<file path="config.mk">
export PLATFORM = sky130hd
export DESIGN_NAME = operand_mult_ctrl_flat
export DESIGN_NICKNAME = d
export VERILOG_FILES = /design/src/rtl/operand_mult_ctrl_if.sv /design/src/rtl/operand_mult_ctrl.sv /design/src/flat_wrapper.sv
export SDC_FILE = /design/constraint.sdc
export NUM_CORES = 1
export LEC_CHECK = 0
export ABC_CLOCK_PERIOD_IN_PS = 2470
export BUFFER_PORTS_ARGS = -buffer_cell sky130_fd_sc_hd__buf_2
export CAP_MARGIN = 0
export CELL_PAD_IN_SITES_DETAIL_PLACEMENT = 0
export CELL_PAD_IN_SITES_GLOBAL_PLACEMENT = 1
export CORE_UTILIZATION = 45
export CTS_BUF_LIST = sky130_fd_sc_hd__clkbuf_16
export DETAILED_ROUTE_END_ITERATION = 8
export GPL_ROUTABILITY_DRIVEN = 1
export PLACE_DENSITY_LB_ADDON = 0.15
export SYNTH_ARGS = -nofsm -noshare
export SYNTH_HDL_FRONTEND = slang
export SYNTH_SLANG_ARGS = --single-unit
export TNS_END_PERCENT = 50
</file>
<file path="constraint.sdc">
create_clock -name clk -period 2.47 [get_ports clk]
set_input_delay 0.247 -clock clk [delete_from_list [all_inputs] [get_ports clk]]
set_output_delay 0.247 -clock clk [all_outputs]
set_load 0.005 [all_outputs]
</file>
<file path="src/rtl/operand_mult_ctrl_if.sv">
// Purpose: bundles the operand switches, the enter button and the segment_7-facing
//          results (data1/data2/data3, busy, done) of operand_mult_ctrl.
// Ports:   master = switch/button side (drives sw, btn_enter); slave = operand_mult_ctrl.
interface operand_mult_ctrl_if #(
    parameter int WIDTH = 4
);
    logic [WIDTH-1:0]   sw;
    logic               btn_enter;
    logic [WIDTH-1:0]   data1;
    logic [WIDTH-1:0]   data2;
    logic [2*WIDTH-1:0] data3;
    logic               busy;
    logic               done;

    modport master (
        output sw, btn_enter,
        input  data1, data2, data3, busy, done
    );

    modport slave (
        input  sw, btn_enter,
        output data1, data2, data3, busy, done
    );
endinterface

</file>
<file path="src/rtl/operand_mult_ctrl.sv">
// Purpose: captures operand A then B from slide switches on enter presses, multiplies
//          them with a shift-add datapath and drives A, B and A*B to segment_7.
// Latency: press acted on 3 edges after btn rise (DEBOUNCE_CYCLES+3 with debounce);
//          product valid WIDTH edges after the B press. Presses while busy are dropped.
// Ports:   clk, reset (async, active-high); bus (slave): sw, btn_enter in;
//          data1, data2, data3, busy, done out.
// Option:  define OPERAND_MULT_DEBOUNCE_EN to insert a debounce filter on the button.
module operand_mult_ctrl #(
    parameter int WIDTH           = 4,
    parameter int DEBOUNCE_CYCLES = 16
) (
    input  logic                clk,
    input  logic                reset,
    operand_mult_ctrl_if.slave  bus
);
    localparam int CW = (WIDTH > 1) ? $clog2(WIDTH) : 1;

    typedef enum logic [1:0] {
        S_A    = 2'd0,
        S_B    = 2'd1,
        S_MUL  = 2'd2,
        S_DONE = 2'd3
    } state_t;

    // Empty marker block: flags a filter length too short to mean anything.
    if (DEBOUNCE_CYCLES < 2) begin : g_debounce_cycles_too_short
    end

    // ------------------------------------------------------------------
    // Button path: 2-FF synchronizer, optional debounce, rising-edge detect
    // ------------------------------------------------------------------
    logic btn_sync1, btn_sync2;
    logic press;

    always_ff @(posedge clk or posedge reset) begin
        if (reset) begin
            btn_sync1 <= 1'b0;
            btn_sync2 <= 1'b0;
        end else begin
            btn_sync1 <= bus.btn_enter;
            btn_sync2 <= btn_sync1;
        end
    end

`ifdef OPERAND_MULT_DEBOUNCE_EN
    localparam int DBW = (DEBOUNCE_CYCLES > 1) ? $clog2(DEBOUNCE_CYCLES) : 1;

    logic           btn_clean, btn_clean_q;
    logic [DBW-1:0] db_cnt;

    // The clean level only follows the synced level after it has disagreed for
    // DEBOUNCE_CYCLES consecutive edges; any agreement restarts the count.
    always_ff @(posedge clk or posedge reset) begin
        if (reset) begin
            btn_clean   <= 1'b0;
            btn_clean_q <= 1'b0;
            db_cnt      <= '0;
        end else begin
            btn_clean_q <= btn_clean;
            if (btn_sync2 == btn_clean) begin
                db_cnt <= '0;
            end else if (db_cnt == DBW'(DEBOUNCE_CYCLES - 1)) begin
                btn_clean <= btn_sync2;
                db_cnt    <= '0;
            end else begin
                db_cnt <= db_cnt + DBW'(1);
            end
        end
    end

    assign press = btn_clean & ~btn_clean_q;
`else
    logic btn_sync2_q;

    always_ff @(posedge clk or posedge reset) begin
        if (reset) btn_sync2_q <= 1'b0;
        else       btn_sync2_q <= btn_sync2;
    end

    assign press = btn_sync2 & ~btn_sync2_q;
`endif

    // ------------------------------------------------------------------
    // FSM and shift-add datapath
    // ------------------------------------------------------------------
    state_t             state, state_nxt;
    logic [WIDTH-1:0]   data1_q, data1_nxt;
    logic [WIDTH-1:0]   data2_q, data2_nxt;
    logic [2*WIDTH-1:0] data3_q, data3_nxt;
    logic               busy_q, busy_nxt;
    logic               done_q, done_nxt;
    logic [2*WIDTH-1:0] mcand, mcand_nxt;
    logic [WIDTH-1:0]   mplier, mplier_nxt;
    logic [2*WIDTH-1:0] acc, acc_nxt, acc_step;
    logic [CW-1:0]      iter, iter_nxt;

    always_ff @(posedge clk or posedge reset) begin
        if (reset) state <= S_A;
        else       state <= state_nxt;
    end

    always_comb begin
        state_nxt  = state;
        data1_nxt  = data1_q;
        data2_nxt  = data2_q;
        data3_nxt  = data3_q;
        busy_nxt   = busy_q;
        done_nxt   = done_q;
        mcand_nxt  = mcand;
        mplier_nxt = mplier;
        acc_nxt    = acc;
        iter_nxt   = iter;
        acc_step   = acc + (mplier[0] ? mcand : '0);

        case (state)
            S_A: begin
                if (press) begin
                    data1_nxt = bus.sw;
                    state_nxt = S_B;
                end
            end
            S_B: begin
                if (press) begin
                    data2_nxt  = bus.sw;
                    mcand_nxt  = {{WIDTH{1'b0}}, data1_q};
                    mplier_nxt = bus.sw;
                    acc_nxt    = '0;
                    iter_nxt   = '0;
                    busy_nxt   = 1'b1;
                    state_nxt  = S_MUL;
                end
            end
            S_MUL: begin
                // press is ignored here on purpose: nothing is queued.
                acc_nxt    = acc_step;
                mcand_nxt  = mcand << 1;
                mplier_nxt = mplier >> 1;
                iter_nxt   = iter + CW'(1);
                if (iter == CW'(WIDTH - 1)) begin
                    // Only the finished sum is ever written to data3.
                    data3_nxt = acc_step;
                    busy_nxt  = 1'b0;
                    done_nxt  = 1'b1;
                    state_nxt = S_DONE;
                end
            end
            S_DONE: begin
                if (press) begin
                    data1_nxt = bus.sw;
                    data3_nxt = '0;
                    done_nxt  = 1'b0;
                    state_nxt = S_B;
                end
            end
            default: state_nxt = S_A;
        endcase
    end

    always_ff @(posedge clk or posedge reset) begin
        if (reset) begin
            data1_q <= '0;
            data2_q <= '0;
            data3_q <= '0;
            busy_q  <= 1'b0;
            done_q  <= 1'b0;
            mcand   <= '0;
            mplier  <= '0;
            acc     <= '0;
            iter    <= '0;
        end else begin
            data1_q <= data1_nxt;
            data2_q <= data2_nxt;
            data3_q <= data3_nxt;
            busy_q  <= busy_nxt;
            done_q  <= done_nxt;
            mcand   <= mcand_nxt;
            mplier  <= mplier_nxt;
            acc     <= acc_nxt;
            iter    <= iter_nxt;
        end
    end

    // Outputs come straight from flops so segment_7 never sees a glitch.
    assign bus.data1 = data1_q;
    assign bus.data2 = data2_q;
    assign bus.data3 = data3_q;
    assign bus.busy  = busy_q;
    assign bus.done  = done_q;
endmodule

</file>
<file path="src/flat_wrapper.sv">
// flat-port wrapper written by rule: the top's interface ports become plain ports
module operand_mult_ctrl_flat 
#(
    parameter int WIDTH           = 4,
    parameter int DEBOUNCE_CYCLES = 16
)
  (clk, reset, bus_sw, bus_btn_enter, bus_data1, bus_data2, bus_data3, bus_busy, bus_done);
  operand_mult_ctrl_if #(.WIDTH(WIDTH)) bus_i ();
  input  logic clk;
  input  logic reset;
  input wire logic [$bits(bus_i.sw)-1:0] bus_sw;
  input wire logic [$bits(bus_i.btn_enter)-1:0] bus_btn_enter;
  output wire logic [$bits(bus_i.data1)-1:0] bus_data1;
  output wire logic [$bits(bus_i.data2)-1:0] bus_data2;
  output wire logic [$bits(bus_i.data3)-1:0] bus_data3;
  output wire logic [$bits(bus_i.busy)-1:0] bus_busy;
  output wire logic [$bits(bus_i.done)-1:0] bus_done;
  assign bus_i.sw = bus_sw;
  assign bus_i.btn_enter = bus_btn_enter;
  assign bus_data1 = bus_i.data1;
  assign bus_data2 = bus_i.data2;
  assign bus_data3 = bus_i.data3;
  assign bus_busy = bus_i.busy;
  assign bus_done = bus_i.done;
  operand_mult_ctrl #(.WIDTH(WIDTH), .DEBOUNCE_CYCLES(DEBOUNCE_CYCLES)) u_core (.clk(clk), .reset(reset), .bus(bus_i));
endmodule
</file>
==> reports/metrics.csv <==
metric,value,unit
Tot Pwr,3.00,mW
"commonest non-fill, non-tap cells in the layout","45 x dfrtp_1, 25 x nand2_1, 24 x buf_2",
worst slack at placement,0.326,ns
Rows,24,
H-Tree Depth,2,
DR vias,1459,
clk_lat worst skew,0.28,ns
first-pass GRT wire length,6.92,mm
Syn. warnings,0,
global-route usage over all layers,0.177,
placed cells,262,
syn_area_per_cell,11.5,um^2
Die X,71.0,um
# Post-CTS Setup Buffers,0,
DR pass1 iterations,8,
post-layout min period,2.15,ns
Hold Buf Count CTS,0,
Worst-Margin Slew,1.09,ns
headroom to the max-slew limit,0.270,
HPWL after DPL,2.91,mm
CTS root buffer,clkbuf_16,
worst hold-check path type,primary input to flop,
Netlist cell types,30,
top post-synthesis cells by area,"dfrtp_1 53%, ha_1 7.0%, a22o_1 6.1%, o21ai_0 4.7%, nand2_1 4.4%",
max_cap viols,0,
largest net degree at the start of global routing,32,
CTS Buf Count,5,
cts repair resizes,0,
Area Growth Syn to Fin,17.6,%
register bit total from synthesis,45,
fin. max-slew vios,0,
CTS tree,yes,
CP Capture Type,flop,
number of synthesized flops with an enable pin,0,
Critical Path AT,2.31,ns
WL/cell,14.6,um
Initial DRC Count,65,
final hold violations,0,
Setup TNS,0,ns
worst r2r src,u_core.mplier[0],
Core Box Area,4470,um^2
Crit Path Class,flop to flop,
CP startpoint,u_core.mplier[0],
slowest stage cell on the critical path,dfrtp_1,
setup ws final,0.316,ns
GPL Wtd Cong,0.870,
"commonest non-fill, non-tap cell in the layout",dfrtp_1,
Post-Synthesis Cells,187,
clock slew at reported path FFs,0.06,ns
initial antenna violation count,0,
PortBufs,24,
worst ir drop on vdd,0.484,mV
vias in the first global route,1498,
die height,71.0,um
final period utilization,0.872,
Layout Nets,237,
dominant synthesized flop cell,dfrtp_1,
# DRC,2,
status,"complete, but fails checks",
failing checks,design-rule violations,
clk buf depth,2,
Lkg Pwr,1.23,nW
"Cell Area, Synth",2140,um^2
Fmax,464,MHz
Ports,25,
# setup viols final,0,
Starting Density,0.479,
Syn Nets,207,
pwr/cell area,1190,nW/um^2
"Cell Chain, Critical Path",and2_1 > ha_1 > fa_1 > a211oi_1 > o21bai_1 > a21oi_1 > xor2_1 > o21ai_0,
Vias/cell,5.40,
max incr delay on CP,0.44,ns
Fin Hold WS,0.0687,ns
hold path start,bus_btn_enter,
final cell count without fillers,270,
sequential share of the synthesized area,0.525,
Final Skew,0.00392,ns
asr flop ratio synth,1.00,
layout cell share with drive strength beyond 1,0.229,
clock sink count,45,
Worst EP required,2.63,ns
RSZ-0062 raised after global routing,false,
Routed Antenna Nets,0,
grt ovf,0,
startpoint types,flop,
Ant. Diodes,0,
Synth area leader,dfrtp_1,
die area,5040,um^2
maximum fanout along the worst path,9,
Total Wirelength,3.93,mm
Synth top area share,0.525,
-- state kept, by name (all words and copies together) (netlist names) --
signal / count
u_core.btn_sync1: 1
u_core.state: 2
u_core.iter: 2
u_core.bus.data1: 4
u_core.mcand: 8
u_core.bus.done: 1
u_core.bus.busy: 1
u_core.mplier: 4
u_core.btn_sync2_q: 1
u_core.btn_sync2: 1
u_core.bus.data3: 8
u_core.acc: 8
u_core.bus.data2: 4
-- power breakdown --
group,switching [mW],internal [mW]
combinational,0.532,0.468
sequential,0.173,0.982
clock,0.268,0.577
-- cells by family (layout without fill, tap and decap cells) --
| family | count (synthesis) | in the layout | share of synthesized area |
|---|---|---|---|
| buf+inv | 9 | 40 | 0.0198 |
| xor+xnor | 7 | 7 | 0.0286 |
| mux | 15 | 15 | 0.0806 |
| fa+ha+maj | 13 | 13 | 0.0794 |
| compound gates | 51 | 51 | 0.156 |
| flops | 45 | 45 | 0.525 |
| simple gates | 47 | 47 | 0.110 |
-- cell usage after synthesis, drive strengths merged, types with 4 or more instances --
library cell / count
a21oi: 6
a22o: 15
a31oi: 4
and2: 10
buf: 5
dfrtp: 45
ha: 12
inv: 4
mux2: 8
mux2i: 7
nand2: 26
nor2b: 4
o21ai: 21
xnor2: 4
-- final cells by class --
type,instances,area [um^2]
Fill cell,402,1950
Sequential cell,45,1130
Multi-Input combinational cell,133,975
Timing Repair Buffer,28,150
Clock buffer,5,125
Clock inverter,3,65.1
Tap cell,52,65.1
Inverter,4,15.0
-- final timing paths --
| path | end | slack (ns) | depth (start not counted) |
|---|---|---|---|
| min in group asynchronous | u_core.bus.data3[1] | 0.10 | 2 |
| worst min register to register | u_core.btn_sync2 | 0.35 | 0 |
| max in group asynchronous | u_core.mplier[2] | 1.75 | 3 |
| worst max-delay path | u_core.bus.data3[6] | 0.32 | 8 |
| worst min-delay path | u_core.btn_sync1 | 0.07 | 1 |
| worst max register to register | u_core.bus.data3[6] | 0.32 | 8 |
-- critical path: cells and delay by family, from the launching register on --
| kind | cells | cell delay (ns) |
|---|---|---|
| adder cells (fa/ha/maj) | 2 | 0.63 |
| AO/OA/AOI/OAI | 4 | 0.59 |
| flip-flops | 1 | 0.44 |
| XOR/XNOR | 1 | 0.20 |
| AND/OR/NAND/NOR | 1 | 0.17 |
-- metal layers --
metal / up-vias / track usage / wire, um / part of all wire
met4: 0 / 0.0578 / 52 / 0.013
met5: - / 0 / 0 / 0
li1: 718 / - / - / -
met2: 21 / 0.300 / 1970 / 0.50
met3: 5 / 0.0399 / 98 / 0.025
met1: 715 / 0.225 / 1810 / 0.46
-- stage by stage --
step | utilization | instance area [um^2]
floorplan | - | 2140
global placement | 0.521 | 2330
detailed placement | 0.521 | 2330
CTS | 0.563 | 2520
global route | 0.563 | 2520
finish | 0.563 | 2520
Power figures use the tool's default switching activity.
